File: src/rtl/float_pkg.sv
`default_nettype none
// ---------------------------------------------------------------------------
// float_pkg: shared operand classes, flag bundle and format helpers. Rev 1.0
// ---------------------------------------------------------------------------
package float_pkg;

  typedef enum logic [1:0] {
    CLS_NORM = 2'd0,
    CLS_ZERO = 2'd1,
    CLS_INF  = 2'd2,
    CLS_NAN  = 2'd3
  } cls_t;

  typedef struct packed {
    logic ovf;
    logic unf;
    logic inv;
    logic inx;
  } flags_t;

  function automatic int exp_bias(input int e_bit);
    return (1 << (e_bit - 1)) - 1;
  endfunction

  function automatic int exp_max(input int e_bit);
    return (1 << e_bit) - 1;
  endfunction

  // Canonical quiet NaN: sign 0, exponent all ones, fraction MSB set.
  function automatic logic [63:0] qnan_pattern(input int e_bit, input int f_bit);
    logic [63:0] r;
    r = '0;
    for (int i = 0; i < 64; i++) begin
      if (i >= f_bit && i < f_bit + e_bit) r[i] = 1'b1;
    end
    r[f_bit-1] = 1'b1;
    return r;
  endfunction

endpackage
`default_nettype wire

File: src/rtl/float_round_rne.sv
`default_nettype none
// ---------------------------------------------------------------------------
// float_round_rne: combinational round-to-nearest-even on a normalised
// fraction with guard/sticky. Rev 1.0
// ---------------------------------------------------------------------------
module float_round_rne #(
  parameter int E_BIT = 8,
  parameter int F_BIT = 23
) (
  input  logic signed [E_BIT+1:0] i_exp,
  input  logic        [F_BIT-1:0] i_frac,
  input  logic                    i_g,
  input  logic                    i_s,
  output logic signed [E_BIT+1:0] o_exp,
  output logic        [F_BIT-1:0] o_frac,
  output logic                    o_carry
);

  logic           w_inc;
  logic [F_BIT:0] w_sum;

  assign w_inc   = i_g & (i_s | i_frac[0]);
  assign w_sum   = {1'b0, i_frac} + {{F_BIT{1'b0}}, w_inc};
  assign o_carry = w_sum[F_BIT];
  assign o_frac  = w_sum[F_BIT-1:0];
  assign o_exp   = i_exp + {{(E_BIT+1){1'b0}}, o_carry};

endmodule
`default_nettype wire

File: src/rtl/float_mul_pipe.sv
`default_nettype none
// ---------------------------------------------------------------------------
// float_mul_pipe: 3-stage floating-point multiplier (classify/multiply,
// normalise, round/pack) with RNE, special operands and valid/ready. Rev 1.0
// ---------------------------------------------------------------------------
module float_mul_pipe
  import float_pkg::*;
#(
  parameter int E_BIT = 8,
  parameter int F_BIT = 23
) (
  input  logic                   clk,
  input  logic                   rst_n,
  input  logic                   in_valid,
  output logic                   in_ready,
  input  logic [E_BIT+F_BIT:0]   mul_a,
  input  logic [E_BIT+F_BIT:0]   mul_b,
  output logic                   out_valid,
  input  logic                   out_ready,
  output logic [E_BIT+F_BIT:0]   out_p,
  output logic                   flag_ovf,
  output logic                   flag_unf,
  output logic                   flag_inv,
  output logic                   flag_inx
);

  localparam int W  = 1 + E_BIT + F_BIT;
  localparam int PW = 2 * F_BIT + 2;
  localparam int EW = E_BIT + 2;
  localparam logic signed [EW-1:0] c_BIAS      = EW'(exp_bias(E_BIT));
  localparam logic signed [EW-1:0] c_EXP_MAX   = EW'(exp_max(E_BIT));
  localparam logic signed [EW-1:0] c_EXP_ZERO  = '0;
  localparam logic [63:0]          c_QNAN_WIDE = qnan_pattern(E_BIT, F_BIT);
  localparam logic [W-1:0]         c_QNAN      = c_QNAN_WIDE[W-1:0];

  logic w_en;
  assign w_en     = !out_valid | out_ready;
  assign in_ready = w_en;

  // ---- stage 0: classify and multiply ----
  logic [E_BIT-1:0] w_ea, w_eb;
  logic [F_BIT-1:0] w_fa, w_fb;
  logic             w_a_zero, w_a_inf, w_a_nan, w_b_zero, w_b_inf, w_b_nan;
  cls_t             w_cls;
  logic signed [EW-1:0] w_exp0;
  logic [PW-1:0]    w_prod;

  assign w_ea     = mul_a[W-2 -: E_BIT];
  assign w_eb     = mul_b[W-2 -: E_BIT];
  assign w_fa     = mul_a[F_BIT-1:0];
  assign w_fb     = mul_b[F_BIT-1:0];
  assign w_a_zero = (w_ea == '0);
  assign w_b_zero = (w_eb == '0);
  assign w_a_inf  = (&w_ea) && (w_fa == '0);
  assign w_b_inf  = (&w_eb) && (w_fb == '0);
  assign w_a_nan  = (&w_ea) && (w_fa != '0);
  assign w_b_nan  = (&w_eb) && (w_fb != '0);
  assign w_exp0   = $signed({2'b00, w_ea}) + $signed({2'b00, w_eb}) - c_BIAS;
  assign w_prod   = {{(F_BIT+1){1'b0}}, 1'b1, w_fa} * {{(F_BIT+1){1'b0}}, 1'b1, w_fb};

  always_comb begin
    w_cls = CLS_NORM;
    if (w_a_nan | w_b_nan | (w_a_inf & w_b_zero) | (w_b_inf & w_a_zero)) w_cls = CLS_NAN;
    else if (w_a_inf | w_b_inf)                                          w_cls = CLS_INF;
    else if (w_a_zero | w_b_zero)                                        w_cls = CLS_ZERO;
  end

  logic                 r_v0, r_sign0;
  cls_t                 r_cls0;
  logic signed [EW-1:0] r_exp0;
  logic [PW-1:0]        r_prod0;

  // ---- stage 1: normalise into fraction, guard and sticky ----
  logic                 w_msb;
  logic signed [EW-1:0] w_exp1;
  logic [F_BIT-1:0]     w_frac1;
  logic                 w_g1, w_s1;

  assign w_msb   = r_prod0[PW-1];
  assign w_exp1  = w_msb ? r_exp0 + EW'(1) : r_exp0;
  assign w_frac1 = w_msb ? r_prod0[PW-2 -: F_BIT] : r_prod0[PW-3 -: F_BIT];
  assign w_g1    = w_msb ? r_prod0[F_BIT] : r_prod0[F_BIT-1];
  assign w_s1    = w_msb ? |r_prod0[F_BIT-1:0] : |r_prod0[F_BIT-2:0];

  logic                 r_v1, r_sign1, r_g1, r_s1;
  cls_t                 r_cls1;
  logic signed [EW-1:0] r_exp1;
  logic [F_BIT-1:0]     r_frac1;

  // ---- stage 2: round, range check and pack ----
  logic signed [EW-1:0] w_rnd_exp;
  logic [F_BIT-1:0]     w_rnd_frac, w_frac2;
  logic                 w_rnd_carry;
  logic [W-1:0]         w_p;
  flags_t               w_flags;

  float_round_rne #(.E_BIT(E_BIT), .F_BIT(F_BIT)) u_round (
    .i_exp   (r_exp1),
    .i_frac  (r_frac1),
    .i_g     (r_g1),
    .i_s     (r_s1),
    .o_exp   (w_rnd_exp),
    .o_frac  (w_rnd_frac),
    .o_carry (w_rnd_carry)
  );

  // A mantissa carry-out means the significand became 10.000..., so the
  // stored fraction is zero and the exponent has already been bumped.
  assign w_frac2 = w_rnd_carry ? '0 : w_rnd_frac;

  always_comb begin
    w_p     = '0;
    w_flags = '0;
    case (r_cls1)
      CLS_NAN: begin
        w_p         = c_QNAN;
        w_flags.inv = 1'b1;
      end
      CLS_INF:  w_p = {r_sign1, {E_BIT{1'b1}}, {F_BIT{1'b0}}};
      CLS_ZERO: w_p = {r_sign1, {(E_BIT+F_BIT){1'b0}}};
      default: begin
        if (w_rnd_exp >= c_EXP_MAX) begin
          w_p         = {r_sign1, {E_BIT{1'b1}}, {F_BIT{1'b0}}};
          w_flags.ovf = 1'b1;
          w_flags.inx = 1'b1;
        end else if (w_rnd_exp <= c_EXP_ZERO) begin
          w_p         = {r_sign1, {(E_BIT+F_BIT){1'b0}}};
          w_flags.unf = 1'b1;
          w_flags.inx = 1'b1;
        end else begin
          w_p         = {r_sign1, w_rnd_exp[E_BIT-1:0], w_frac2};
          w_flags.inx = r_g1 | r_s1;
        end
      end
    endcase
  end

  logic         r_out_valid;
  logic [W-1:0] r_out_p;
  flags_t       r_flags;

  always_ff @(posedge clk or negedge rst_n) begin
    if (!rst_n) begin
      r_v0        <= 1'b0;
      r_sign0     <= 1'b0;
      r_cls0      <= CLS_NORM;
      r_exp0      <= '0;
      r_prod0     <= '0;
      r_v1        <= 1'b0;
      r_sign1     <= 1'b0;
      r_cls1      <= CLS_NORM;
      r_exp1      <= '0;
      r_frac1     <= '0;
      r_g1        <= 1'b0;
      r_s1        <= 1'b0;
      r_out_valid <= 1'b0;
      r_out_p     <= '0;
      r_flags     <= '0;
    end else if (w_en) begin
      r_v0        <= in_valid;
      r_sign0     <= mul_a[W-1] ^ mul_b[W-1];
      r_cls0      <= w_cls;
      r_exp0      <= w_exp0;
      r_prod0     <= w_prod;
      r_v1        <= r_v0;
      r_sign1     <= r_sign0;
      r_cls1      <= r_cls0;
      r_exp1      <= w_exp1;
      r_frac1     <= w_frac1;
      r_g1        <= w_g1;
      r_s1        <= w_s1;
      r_out_valid <= r_v1;
      r_out_p     <= w_p;
      r_flags     <= w_flags;
    end
  end

  assign out_valid = r_out_valid;
  assign out_p     = r_out_p;
  assign flag_ovf  = r_flags.ovf;
  assign flag_unf  = r_flags.unf;
  assign flag_inv  = r_flags.inv;
  assign flag_inx  = r_flags.inx;

endmodule
`default_nettype wire

File: config.mk
export PLATFORM = sky130hd
export DESIGN_NAME = float_mul_pipe
export DESIGN_NICKNAME = d
export VERILOG_FILES = /design/src/rtl/float_pkg.sv /design/src/rtl/float_round_rne.sv /design/src/rtl/float_mul_pipe.sv
export SDC_FILE = /design/constraint.sdc
export NUM_CORES = 2
export LEC_CHECK = 0
export CORE_ASPECT_RATIO = 0.7
export CORE_MARGIN = 1.5
export CORE_UTILIZATION = 60
export CTS_CLUSTER_DIAMETER = 60
export DETAILED_ROUTE_END_ITERATION = 10
export PLACE_DENSITY = 0.79
export SLEW_MARGIN = 20
export SYNTH_ARGS = -nofsm -noshare
export SYNTH_HDL_FRONTEND = slang
export SYNTH_SLANG_ARGS = --single-unit
File: constraint.sdc
create_clock -name clk -period 3.6 [get_ports clk]
set_input_delay 0.72 -clock clk [delete_from_list [all_inputs] [get_ports clk]]
set_output_delay 0.72 -clock clk [all_outputs]
set_load 0.01 [all_outputs]
After elaboration in Yosys (flattened, before gate mapping)
Index checks and enable logic that the tools add are counted.
{ "totals": {"reg_bits": 138, "latch_bits": 0, "ramBits": 0, "romBits": 0, "in_bits": 68, "out_inout_bits": 38, "elab_cells": 76, "n_memories": 0} }
{ "op_classes": {"addsub": 5, "multipliers": 1, "div_mod_pow": 0, "magnitude_cmp": 2, "n_eq_ne": 3, "n_shift": 0, "mux": 19, "bitwise": 12, "n_reduce_logical": 16} }
{ "op_table": {"columns": ["op", "count"], "rows": [
  ["$pmux 32 s3", 1],
  ["$mux 31", 2],
  ["$mul 24x24->48", 1],
  ["$logic_not 23->1", 2],
  ["$mux 23", 2],
  ["$reduce_bool 23->1", 2],
  ["$add 23x1->24", 1],
  ["$reduce_or 23->1", 1],
  ["$reduce_or 22->1", 1],
  ["$logic_not 8->1", 2],
  ["$reduce_and 8->1", 2],
  ["$add 10x1->10", 1],
  ["$add 10x2->10 const B", 1],
  ["$ge 10x9->1 const B", 1],
  ["$le 10x1->1 const B", 1],
  ["$mux 1", 10],
  ["$mux 10", 1],
  ["$sub 9x7->10 const B", 1],
  ["$add 8x8->9", 1],
  ["$or 1x1->1", 8],
  ["$mux 2", 3],
  ["$eq 2x2->1 const B", 2],
  ["$logic_and 1x1->1", 4],
  ["$and 1x1->1", 3],
  ["other kinds (4)", 4]
]} }

Longest topological paths before layout
{ "logic_depth": {"word_depth": 8, "depth_mapped": 26, "mapped_depth_nobuf": 24} }

Modules after synthesis
From an unflattened synthesis, not the netlist that was laid out.
{ "unflattened": {"hier_cells": 2871, "area_unflattened_um2": 25694.6} }
{ "by_module_without_submodules": {"columns": ["mod", "n_inst", "cells_per_inst", "area_each_um2", "seq_area_each_um2"], "rows": [
  ["float_mul_pipe", 1, 2786, 25015.2, 3453.3],
  ["float_round_rne", 1, 85, 679.4, 0.0]
]} }

Least setup slack after synthesis
OpenSTA, ideal clock, no wires.
{ "synth_timing": {"kind": "input -> register", "start": "in mul_b[12]", "end": "reg r_prod0[37]", "setup_ns": 0.137, "arrival_ns": 6.717, "required_ns": 3.463, "slack_ns": -3.254, "stages": 24, "path_buffers": 3, "path_cell_list": "clkbuf_1 -> clkbuf_1 -> nand2_1 -> fa_1 -> inv_1 -> fa_1 -> inv_1 -> fa_1 -> inv_1 -> fa_1 -> fa_1 -> fa_1 -> inv_1 -> fa_1 -> inv_1 -> ha_1 -> clkbuf_1 -> nand4_1 -> or3_1 -> a2111oi_2 -> nor2_1 -> o21ai_1 -> xnor2_1 -> a21oi_1"} }
{ "synth_between": {"elab_chain_len": 1} }
{ "synth_rtl": {"columns": ["element", "line_no", "text"], "rows": [
  ["start: declaration", "float_mul_pipe.sv:17", "input logic [E_BIT+F_BIT:0] mul_b,"],
  ["$mul 24x24->48", "float_mul_pipe.sv:59", "assign w_prod = {{(F_BIT+1){1'b0}}, 1'b1, w_fa} * {{(F_BIT+1){1'b0}}, 1'b1, w_fb};"],
  ["end signal: assignment", "float_mul_pipe.sv:164", "r_prod0 <= w_prod;"],
  ["end: declaration", "float_mul_pipe.sv:71", "logic [PW-1:0] r_prod0;"]
]} }
No other way between the ends.
A chain may end at the register's enable or synchronous reset.

Worst setup path in the final report
{ "layout_timing": {"start": "in mul_a[11]", "end": "reg r_prod0[35]"} }
{ "layout_between": {"elab_chain_len": 1} }
{ "layout_rtl": {"columns": ["element", "line_no", "text"], "rows": [
  ["start: declaration", "float_mul_pipe.sv:16", "input logic [E_BIT+F_BIT:0] mul_a,"],
  ["$mul 24x24->48", "float_mul_pipe.sv:59", null]
]} }
No other way between the ends.

==> reports/metrics.csv <==
stage,metric,value,unit
floorplan,Die W,250,um
timing,Setup Viol. Count Final,42,
floorplan,Cell Rows,63,
finish,area grow syn2layout,34.0,%
synthesis,most frequent cell after synthesis,inv_1,
clock_tree,clock sink count,138,
clock_tree,CTS Hold Bufs,0,
synthesis,distinct cell type count after synthesis,77,
synthesis,Syn Inst Count,2870,
timing,Fin Hold WS,0.289,ns
setup_path,critical path's slowest cell,fa_1,
setup_path,Critical Path Max Stage Delay,0.58,ns
place,DP HPWL,59600,um
timing,final period utilization,187,%
synthesis,Synth Area per Inst,8.93,um^2
timing,Clock Skews,0.00985,ns
clock_tree,Longest Clk Path Bufs,2,
timing,"Hold Violations, Final",0,
place,GP Congestion,0.960,
synthesis,register area share after synthesis,13.5,%
setup_path,Worst R2R End,out_p[6]$_DFFE_PN0P_,
drt,WL final,83900,um
setup_path,crit path from,mul_a[11],
timing,Max Freq,0.149,GHz
global_routing,first-pass GRT wire length,126000,um
status,failing checks,negative setup slack,
timing,unrepaired setup endpoints after global routing,true,
place,Port-buffer cells,105,
drt,DR pass1 iterations,6,
synthesis,flop and latch count out of synthesis,138,
synthesis,prevailing post-synth register cell,dfrtp_1,
timing,worst setup margin,-3.13,ns
setup_path,CP Capture Type,flip-flop,
clock_tree,CTS root buf,clkbuf_16,
setup_path,CP most frequent cell,fa_1,
setup_path,critical-path maximum fanout,6,
global_routing,number of global-route vias before repair,23800,
setup_path,CP arrival,7.02,ns
global_routing,grt total ovfl,0,
status,status,finished with violations,
synthesis,top cell type's share of synthesized area,37.7,%
finish,post-route insts no fill,3958,
synthesis,Mapped Nets,3613,
global_routing,initial antenna violation count,5,
flow_run,max cap viols,0,
floorplan,core area,0.0423,mm^2
timing,max_slew headroom,32.0,%
clock_tree,CTS Buf Count,17,
hold_path,worst hold path type,input pin to async pin,
synthesis,synthesized cell area,0.0256,mm^2
drt,vias per inst,5.78,
drt,antenna-violating nets left,0,
floorplan,Die Height,176,um
clock_tree,insertion delay to the later sink of the worst-skew pair,0.44,ns
setup_path,CP Launch Type,input pin,
global_routing,largest net degree at the start of global routing,156,
floorplan,I/O Pins,106,
setup_path,critical path class,input pin to flip-flop,
floorplan,total die area,0.0440,mm^2
clock_tree,CTS tree,yes,
setup_path,depth of the worst register-to-register path,17,
drt,DR iter-0 viols,2160,
synthesis,Post-synth top cells,"584 x inv_1, 483 x fa_1, 424 x nand2_1",
setup_path,R2R Setup Slk,0.09,ns
clock_tree,H-tree lvl count,4,
drt,vias,22900,
place,dpl cells,3728,
timing,min Tclk post-route,6.73,ns
setup_path,WP data required,3.89,ns
setup_path,end of the critical path,r_prod0[35]$_DFFE_PN0P_,
finish,fin nets,4135,
global_routing,Overall Global Routing Usage,37.1,%
synthesis,Synth Warn #,0,
finish,layout cells sized above 1,29.5,%
synthesis,Area contributors post-synth,"fa_1 38%, dfrtp_1 13%, ha_1 9.4%, inv_1 8.6%, nand2_1 6.2%",
setup_path,FF-to-FF Start,r_frac1[8]$_DFFE_PN0P_,
timing,fin. max-slew vios,0,
synthesis,Async SR Flop Fraction,100,%
drt,DR DRC count,0,
timing,Worst Max-Slew Pin Slew,1.02,ns
drt,Wirelength per Cell,21.2,um
floorplan,initial core utilization,60.7,%
clock_tree,"Reg clk slew, reported paths",0.06,ns
synthesis,leading area contributor after synthesis,fa_1,
synthesis,Post-synth EDFFs,0,
[timing repair]
item | 4_1_cts | 5_1_grt
gates cloned | 7 | 1
pin swaps | 227 | 166
buffers inserted | 150 | 59
resized for setup | 470 | 226
endpoints found under the setup margin | 66 | 69
[per-stage QoR]
stage / utilization, % / area (um^2) / TNS [ns] / setup slack [ns]
floorplan: - / 26500 / -95.58 / -2.85
global placement: 71.7 / 30300 / -138.67 / -3.80
detailed placement: 71.7 / 30300 / -141.76 / -3.89
CTS: 79.1 / 33400 / -104.30 / -2.94
global route: 81.3 / 34300 / -115.65 / -3.28
finish: 81.3 / 34300 / -110.65 / -3.13
[logic make-up after synthesis]
logic type / after synthesis / share of synthesized area (%)
AO/OA/AOI/OAI: 294 / 7.43
AND/OR/NAND/NOR: 922 / 17.3
adder cells (fa/ha/maj): 675 / 47.1
XOR/XNOR: 84 / 2.87
buffers and inverters: 729 / 10.7
flip-flops: 138 / 13.5
multiplexers: 28 / 1.12
[area by class of cell]
type	count	area [um^2]
Antenna cell	1	2.50
Multi-Input combinational cell	2003	21000
Inverter	588	2270
Clock buffer	19	443
Sequential cell	138	3450
Tap cell	552	691
Clock inverter	13	120
Timing Repair Buffer	644	6400
Fill cell	2339	7900
[worst max-delay path, delay by kind of cell]
family	cells	cell delay, ns
xor+xnor	1	0.12
compound gates	3	0.76
simple gates	4	0.62
fa+ha+maj	8	3.77
buf+inv	10	1.01
[state kept, by name, indices dropped and copies added, names as in the netlist]
| signal | count |
|---|---|
| r_frac1 | 23 |
| flag_unf | 1 |
| r_exp0 | 10 |
| r_s1 | 1 |
| out_valid | 1 |
| flag_inv | 1 |
| r_exp1 | 10 |
| r_v1 | 1 |
| r_cls0 | 2 |
| flag_ovf | 1 |
| out_p | 32 |
| r_cls1 | 2 |
| flag_inx | 1 |
| r_sign0 | 1 |
| r_v0 | 1 |
| r_prod0 | 48 |
| r_g1 | 1 |
| r_sign1 | 1 |
[cell usage in the layout (no fill, tap or decap), drive strengths merged, types with 4 or more instances in the layout]
cell	n
a2111oi	4
a211oi	9
a21o	28
a21oi	84
a31oi	12
and2	247
and3	26
and4	4
buf	564
bufbuf	4
clkbuf	27
clkdlybuf4s50	58
clkinv	10
clkinvlp	6
dfrtp	138
dlygate4sd2	6
fa	483
ha	192
inv	584
mux2i	26
nand2	424
nand2b	6
nand3	32
nand4	18
nor2	111
nor2b	10
nor3	9
nor4	24
o211ai	4
o21ai	104
o21bai	11
xnor2	42
xor2	42
[how the worst min path moves through the flow]
stage                startpoint                     to  slack (ns)  cells after the start
5_1_grt                   rst_n  out_p[21]$_DFFE_PN0P_        0.36                      1
2_1_floorplan             rst_n   flag_inv$_DFFE_PN0P_        0.42                      0
3_3_place_gp   r_v1$_DFFE_PN0P_       r_v1$_DFFE_PN0P_        0.44                      2
6_report                  rst_n  out_p[18]$_DFFE_PN0P_        0.29                      1
3_5_place_dp   r_v1$_DFFE_PN0P_       r_v1$_DFFE_PN0P_        0.45                      2
4_1_cts                   rst_n  out_p[18]$_DFFE_PN0P_        0.33                      1
[routing by layer]
metal	vias up	track usage, %	wire length, um
li1	9781	-	-
met1	11500	48.5	31900
met2	1263	59.1	39300
met3	322	11.7	9250
met4	8	12.3	3430
met5	-	0	45
Power is not shown: default switching activity piles up to over one toggle a cycle in this logic, so the estimate is an artifact.
